### config.mk
export PLATFORM = sky130hd
export DESIGN_NAME = wb_random_fetcher
export DESIGN_NICKNAME = d
export VERILOG_FILES = /design/src/rtl/wb_fetch_pkg.sv /design/src/rtl/wb_random_fetcher_fifo.sv /design/src/rtl/wb_random_fetcher.sv
export SDC_FILE = /design/constraint.sdc
export NUM_CORES = 1
export LEC_CHECK = 0
export CAP_MARGIN = 30
export CELL_PAD_IN_SITES_DETAIL_PLACEMENT = 1
export CELL_PAD_IN_SITES_GLOBAL_PLACEMENT = 1
export CORE_MARGIN = 5
export CORE_UTILIZATION = 35
export CTS_CLUSTER_DIAMETER = 40
export DETAILED_ROUTE_END_ITERATION = 10
export PLACE_DENSITY = 0.78
export RECOVER_POWER = 100
export SLEW_MARGIN = 20
export SYNTH_ARGS = -nofsm -noshare
export SYNTH_HDL_FRONTEND = slang
export SYNTH_SLANG_ARGS = --single-unit
### constraint.sdc
create_clock -name clk -period 2.3 [get_ports clk]
set_input_delay 0.345 -clock clk [delete_from_list [all_inputs] [get_ports clk]]
set_output_delay 0.345 -clock clk [all_outputs]
set_load 0.1 [all_outputs]
### src/rtl/wb_fetch_pkg.sv
`default_nettype none
// ============================================================================
// Module      : wb_fetch_pkg
// Description : Shared types and constants for the Wishbone random-word
//               fetcher: FSM state encoding, bus widths and a helper that
//               sizes the FIFO level counter.
// Revision    : 1.0 - initial release
// ============================================================================
package wb_fetch_pkg;

    localparam int         DATA_W  = 32;
    localparam logic [3:0] SEL_ALL = 4'hF;

    typedef enum logic [1:0] {
        ST_IDLE    = 2'd0,
        ST_BUS     = 2'd1,
        ST_BACKOFF = 2'd2
    } state_t;

    // A level counter must represent 0..DEPTH inclusive.
    function automatic int level_width(input int depth);
        return $clog2(depth) + 1;
    endfunction

endpackage
`default_nettype wire

### src/rtl/wb_random_fetcher_fifo.sv
`default_nettype none
// ============================================================================
// Module      : rand_sync_fifo
// Description : DEPTH x 32 synchronous FIFO holding fetched random words.
//               Head word is presented combinationally from storage.
// Ports       : clk, rst        - clock / synchronous active-high reset
//               push, push_data - write request and data
//               pop             - read request (ignored when empty)
//               head_data       - word at the head of the queue
//               level           - registered occupancy 0..DEPTH
//               empty, full     - occupancy flags
// Revision    : 1.0 - initial release
// ============================================================================
module rand_sync_fifo
    import wb_fetch_pkg::*;
#(
    parameter int DEPTH = 4
) (
    input  logic                    clk,
    input  logic                    rst,
    input  logic                    push,
    input  logic [DATA_W-1:0]       push_data,
    input  logic                    pop,
    output logic [DATA_W-1:0]       head_data,
    output logic [$clog2(DEPTH):0]  level,
    output logic                    empty,
    output logic                    full
);

    localparam int               PTR_W        = $clog2(DEPTH);
    localparam int               LVL_W        = level_width(DEPTH);
    localparam logic [LVL_W-1:0] c_full_level = LVL_W'(DEPTH);

    logic [DATA_W-1:0] r_mem [DEPTH];
    logic [PTR_W-1:0]  r_wr_ptr;
    logic [PTR_W-1:0]  r_rd_ptr;
    logic [LVL_W-1:0]  r_level;
    logic              w_do_push;
    logic              w_do_pop;

    assign empty     = (r_level == '0);
    assign full      = (r_level == c_full_level);
    assign level     = r_level;
    assign head_data = r_mem[r_rd_ptr];

    // A push into a full FIFO is accepted only when the head leaves in the
    // same cycle, so the freed slot is reused without overflow.
    assign w_do_push = push & (~full | pop);
    assign w_do_pop  = pop & ~empty;

    always_ff @(posedge clk) begin
        if (rst) begin
            r_wr_ptr <= '0;
            r_rd_ptr <= '0;
            r_level  <= '0;
        end else begin
            if (w_do_push) r_wr_ptr <= r_wr_ptr + PTR_W'(1);
            if (w_do_pop)  r_rd_ptr <= r_rd_ptr + PTR_W'(1);
            case ({w_do_push, w_do_pop})
                2'b10:   r_level <= r_level + LVL_W'(1);
                2'b01:   r_level <= r_level - LVL_W'(1);
                default: r_level <= r_level;
            endcase
        end
    end

    // Storage carries no reset; stale contents are never exposed as valid.
    always_ff @(posedge clk) begin
        if (w_do_push) r_mem[r_wr_ptr] <= push_data;
    end

endmodule
`default_nettype wire

### src/rtl/wb_random_fetcher.sv
`default_nettype none
// ============================================================================
// Module      : wb_random_fetcher
// Description : Wishbone initiator that keeps a local FIFO of random words
//               topped up with single 32-bit reads from a fixed address, with
//               bounded wait, back-off and a saturating abort counter.
// Ports       : clk, rst          - clock / synchronous active-high reset
//               enable            - allow new bus fetches
//               wbm_*             - Wishbone initiator interface
//               rnd_valid_o/data  - stream head (valid = FIFO not empty)
//               rnd_ready_i       - consumer pop
//               level_o           - FIFO occupancy
//               timeout_cnt_o     - saturating count of aborted cycles
// Revision    : 1.0 - initial release
// ============================================================================
module wb_random_fetcher
    import wb_fetch_pkg::*;
#(
    parameter logic [31:0] TARGET_ADR = 32'h3000_0000,
    parameter int          DEPTH      = 4,
    parameter int          TIMEOUT    = 16,
    parameter int          BACKOFF    = 8
) (
    input  logic                   clk,
    input  logic                   rst,
    input  logic                   enable,
    output logic                   wbm_cyc_o,
    output logic                   wbm_stb_o,
    output logic                   wbm_we_o,
    output logic [31:0]            wbm_adr_o,
    output logic [31:0]            wbm_dat_o,
    output logic [3:0]             wbm_sel_o,
    input  logic [31:0]            wbm_dat_i,
    input  logic                   wbm_ack_i,
    output logic                   rnd_valid_o,
    output logic [31:0]            rnd_data_o,
    input  logic                   rnd_ready_i,
    output logic [$clog2(DEPTH):0] level_o,
    output logic [7:0]             timeout_cnt_o
);

    localparam int              WAIT_W         = $clog2(TIMEOUT);
    localparam int              BO_W           = $clog2(BACKOFF) + 1;
    localparam logic [WAIT_W-1:0] c_wait_last    = WAIT_W'(TIMEOUT - 1);
    localparam logic [BO_W-1:0]   c_backoff_last = BO_W'(BACKOFF - 1);

    state_t            r_state;
    state_t            w_next_state;
    logic              r_cyc;
    logic [WAIT_W-1:0] r_wait_cnt;
    logic [BO_W-1:0]   r_backoff_cnt;
    logic [7:0]        r_timeout_cnt;

    logic              w_wait_done;
    logic              w_backoff_done;
    logic              w_push;
    logic              w_abort;
    logic              w_cyc_next;
    logic              w_fifo_full;
    logic              w_fifo_empty;

    assign wbm_cyc_o     = r_cyc;
    assign wbm_stb_o     = r_cyc;
    assign wbm_we_o      = 1'b0;
    assign wbm_adr_o     = TARGET_ADR;
    assign wbm_dat_o     = '0;
    assign wbm_sel_o     = SEL_ALL;
    assign rnd_valid_o   = ~w_fifo_empty;
    assign timeout_cnt_o = r_timeout_cnt;

    assign w_wait_done    = (r_wait_cnt == c_wait_last);
    assign w_backoff_done = (r_backoff_cnt == c_backoff_last);

    // State register
    always_ff @(posedge clk) begin
        if (rst) r_state <= ST_IDLE;
        else     r_state <= w_next_state;
    end

    // Next-state logic; ack takes priority over the timeout check so a reply
    // on the last permitted wait cycle is still accepted.
    always_comb begin
        w_next_state = r_state;
        case (r_state)
            ST_IDLE: begin
                if (enable && !w_fifo_full) w_next_state = ST_BUS;
            end
            ST_BUS: begin
                if (wbm_ack_i)        w_next_state = ST_IDLE;
                else if (w_wait_done) w_next_state = ST_BACKOFF;
            end
            ST_BACKOFF: begin
                if (w_backoff_done) w_next_state = ST_IDLE;
            end
            default: w_next_state = ST_IDLE;
        endcase
    end

    // Output decode; acks seen outside BUS never push.
    always_comb begin
        w_push     = (r_state == ST_BUS) && wbm_ack_i;
        w_abort    = (r_state == ST_BUS) && !wbm_ack_i && w_wait_done;
        w_cyc_next = (w_next_state == ST_BUS);
    end

    // Bus strobe and counters
    always_ff @(posedge clk) begin
        if (rst) begin
            r_cyc         <= 1'b0;
            r_wait_cnt    <= '0;
            r_backoff_cnt <= '0;
            r_timeout_cnt <= '0;
        end else begin
            r_cyc <= w_cyc_next;

            if (r_state == ST_BUS && !wbm_ack_i && !w_wait_done)
                r_wait_cnt <= r_wait_cnt + WAIT_W'(1);
            else
                r_wait_cnt <= '0;

            if (r_state == ST_BACKOFF && !w_backoff_done)
                r_backoff_cnt <= r_backoff_cnt + BO_W'(1);
            else
                r_backoff_cnt <= '0;

            if (w_abort && r_timeout_cnt != 8'hFF)
                r_timeout_cnt <= r_timeout_cnt + 8'd1;
        end
    end

    rand_sync_fifo #(
        .DEPTH (DEPTH)
    ) u_fifo (
        .clk       (clk),
        .rst       (rst),
        .push      (w_push),
        .push_data (wbm_dat_i),
        .pop       (rnd_ready_i),
        .head_data (rnd_data_o),
        .level     (level_o),
        .empty     (w_fifo_empty),
        .full      (w_fifo_full)
    );

endmodule
`default_nettype wire

==> results of run 1 <==
==> cells in the final DEF, fill, tap and decap left out, types with 2 or more instances in the layout <==
cell and n:
clkdlybuf4s50_1 2, xor2_1 6, clkbuf_2 17, dfxtp_2 2
a211oi_1 4, ha_1 8, edfxtp_1 128, clkbuf_16 17
clkinvlp_4 5, a21oi_1 5, or3_1 3, mux2i_1 2
nand4_1 3, buf_4 4, conb_1 69, buf_12 4
nand2_1 3, dlygate4sd3_1 34, buf_6 22, buf_8 9
nor3_1 5, inv_1 10, xnor2_1 4, and3_1 4
clkinv_2 4, dfxtp_1 23, and2_0 4, dfxtp_4 3
nor2_1 23, mux4_2 32, nand3_1 8, clkbuf_1 8
==> cells by family (layout without fill, tap and decap cells) <==
kind of cell             count (synthesis)  after routing  share of synthesized area
AO/OA/AOI/OAI                           15             15                     0.0160
AND/OR/NAND/NOR                         61             61                     0.0525
buffers and inverters                   90            141                     0.0942
multiplexers                            35             35                      0.117
flip-flops                             156            156                      0.687
XOR/XNOR                                10             10                     0.0137
other                                    2             70                    0.00117
adder cells (fa/ha/maj)                  9              9                     0.0187
==> how the worst max path moves through the flow <==
stage                                     end  cells after the start            start  slack [ns]
after floorplan               u_fifo.level[2]                     10  u_fifo.level[2]        0.01
after global placement        u_fifo.level[2]                     10      rnd_ready_i       -0.13
after detailed placement      u_fifo.level[2]                     10      rnd_ready_i       -0.22
after CTS                      rnd_data_o[13]                      3             flop        0.06
after global routing           rnd_data_o[13]                      3             flop        0.01
final                     u_fifo.r_mem[3][10]                      5        wbm_ack_i        0.11
==> registers in the layout (all words and copies together) (netlist names), named ones only <==
signal,cells
r_state,2
r_backoff_cnt,4
u_fifo.level,3
u_fifo.r_wr_ptr,2
wbm_cyc_o,1
r_wait_cnt,4
timeout_cnt_o,8
u_fifo.r_mem,128
u_fifo.r_rd_ptr,2
==> power breakdown <==
part / internal, mW / switching (mW) / leakage [nW]
registers: 3.14 / 0.0536 / 1.39
logic: 0.776 / 2.33 / 1.14
clock network: 1.47 / 1.04 / 0.249
==> final cells by class <==
cell class              instances  area [sq um]
clock inverters                12           100
clock buffers                  20           437
flip-flops and latches        156          4420
multi-input cells             199          1650
well taps                     229           287
inverters                      10          37.5
diodes                          1          2.50
fillers                      1802         10100
repair buffers                 99           970
==> critical path, stage by stage <==
cell and delay [ns]:
dlygate4sd3_1 0.58, nor4bb_1 0.41, clkbuf_1 0.33, and2_0 0.23
buf_4 0.36
==> stage by stage <==
stage	hold slack (ns)	instances	total power, mW	setup TNS (ns)	util
after floorplan	0.418	445	5.77	0	-
after global placement	0.426	693	6.68	-0.125	0.428
after detailed placement	0.474	693	6.73	-0.297	0.428
after CTS	0.475	725	9.24	0	0.458
after global routing	0.494	726	9.15	0	0.438
final	0.465	726	8.81	0	0.438
==> layer usage <==
layer / share of wire / up-vias / global-route usage
li1: - / 1506 / -
met1: 0.39 / 1733 / 0.142
met2: 0.53 / 123 / 0.220
met3: 0.067 / 17 / 0.0486
met4: 0.011 / 4 / 0.0415
met5: 0.0019 / - / 0
==> metrics.md, run 1 <==
| Metric | Value |
|---|---|
| Status | `completed` |
| Post-layout instance area | `7900 sq um` |
| WS Path Type | `input port to flop` |
| EDFF count, synth | `128` |
| Core Box Area | `18000 sq um` |
| Slew headroom | `0.497` |
| Chip width | `145 um` |
| Die height | `145 um` |
| Syn Area/Cell | `17.0 sq um` |
| Die footprint | `21100 sq um` |
| Seq/Total Area, Yosys | `0.687` |
| Routed WL | `13.2 mm` |
| Layout cell share with drive strength beyond 1 | `0.250` |
| Hold WC Path Type | `flop to flop` |
| Clock root buffer | `clkbuf_16` |
| PortBufs | `82` |
| Initial antenna violation count | `3` |
| Resized cells post-CTS | `0` |
| Dpl cell area | `7720 sq um` |
| Final setup vio count | `0` |
| Dominant cell type by area after synthesis | `edfxtp_1` |
| Avg Vias per Cell | `4.66` |
| Post-CTS setup buffer count | `0` |
| Max-Cap Viols | `0` |
| Crit Reg-Reg Startpoint | `u_fifo.level[2]` |
| Most common cell in the netlist | `edfxtp_1` |
| Post-DRT Antenna Nets | `0` |
| Mapped Cells | `378` |
| Hold EP | `r_backoff_cnt[0]` |
| CTS H-tree lvls | `4` |
| Worst-Skew Late Latency | `roughly 0.41 ns` |
| Initial Utilization | `0.356` |
| GRT overflow | `0` |
| Syn-to-layout area delta | `23.1%` |
| CTS clk-pin slew, worst paths | `0.06 ns` |
| Hold Path Origin | `r_backoff_cnt[0]` |
| Cell Rows | `49` |
| Min Tclk post-route | `2.19 ns` |
| Reg2Reg Depth | `5` |
| CTS Buffer Depth | `2` |
| Final net count | `approximately 530` |
| Data required, critical path | `roughly 2.4 ns` |
| Max Fclk | `456 MHz` |
| First-pass GRT wire length | `20.9 mm` |
| Synth Flop Type | `edfxtp_1` |
| Worst Path Max Fanout | `23` |
| Final WS setup | `approximately 0.11 ns` |
| Crit Reg-Reg Endpoint | `u_fifo.r_mem[3][10]` |
| Clock skew | `0.00647 ns` |
| Initial DRC count | `137` |
| Worst vdd ir | `0.000695 V` |
| Worst EP arrival | `2.26 ns` |
| Top cell type's share of synthesized area | `0.599` |
| Post-DP HPWL | `9.16 mm` |
| Mapped Area | `6410 sq um` |
| CTS Buf Count | `17` |
| Slew @ Worst Pin | `0.755 ns` |
| Post-synth ARST share | `0` |
| Hold Path Depth | `1` |
| TritonCTS clock tree | `done` |
| DR vias | `~3400` |
| Global-route usage over all layers | `0.126` |
| Startpoint Class | `input port` |
| Cts hold-fix bufs | `0` |
| Final hold violation count | `0` |
| # IOs | `152` |
| TritonRoute pass-1 iters | `4` |
| Period utilisation layout | `0.953` |
| Number of synthesized register bits | `roughly 160` |
| Pre-CTS WS | `-0.221 ns` |
| Wirelength per Cell | `18.1 um` |
| Largest net degree at the start of global routing | `33` |
| Final Max Slew Viols | `0` |
| Worst setup EP type | `flop` |
| Pleak | `2.77 nW` |
| PD cells | `1120 nW/um^2` |
| YS warnings | `0` |
| Yosys cell types | `41` |
| Synth top cells by count | `128 x edfxtp_1, 70 x buf_4, 32 x mux4_2, 28 x dfxtp_1, 23 x nor2_1` |
| Vias in the first global route | `3782` |
| Main area contributors after synthesis | `edfxtp_1 60%, mux4_2 11%, dfxtp_1 8.7%` |
| GPL Wtd Cong | `0.776` |
| CTS sink count | `roughly 160` |
| DRC | `0` |
| Reg2Reg Setup Slack | `about 0.14 ns` |
| RSZ-0062 raised after global routing | `false` |
Note: power is estimated with default switching activity, not from simulation.
==> run 2, diff against run 1 <==
--- a/config.mk
+++ b/config.mk
@@ -14,6 +14,7 @@
 export DETAILED_ROUTE_END_ITERATION = 10
 export PLACE_DENSITY = 0.78
 export RECOVER_POWER = 100
+export SKIP_CTS_REPAIR_TIMING = 1
 export SLEW_MARGIN = 20
 export SYNTH_ARGS = -nofsm -noshare
 export SYNTH_HDL_FRONTEND = slang
==> results of run 2 <==
Final layout, timing and power as in run 1 (identical DEF).
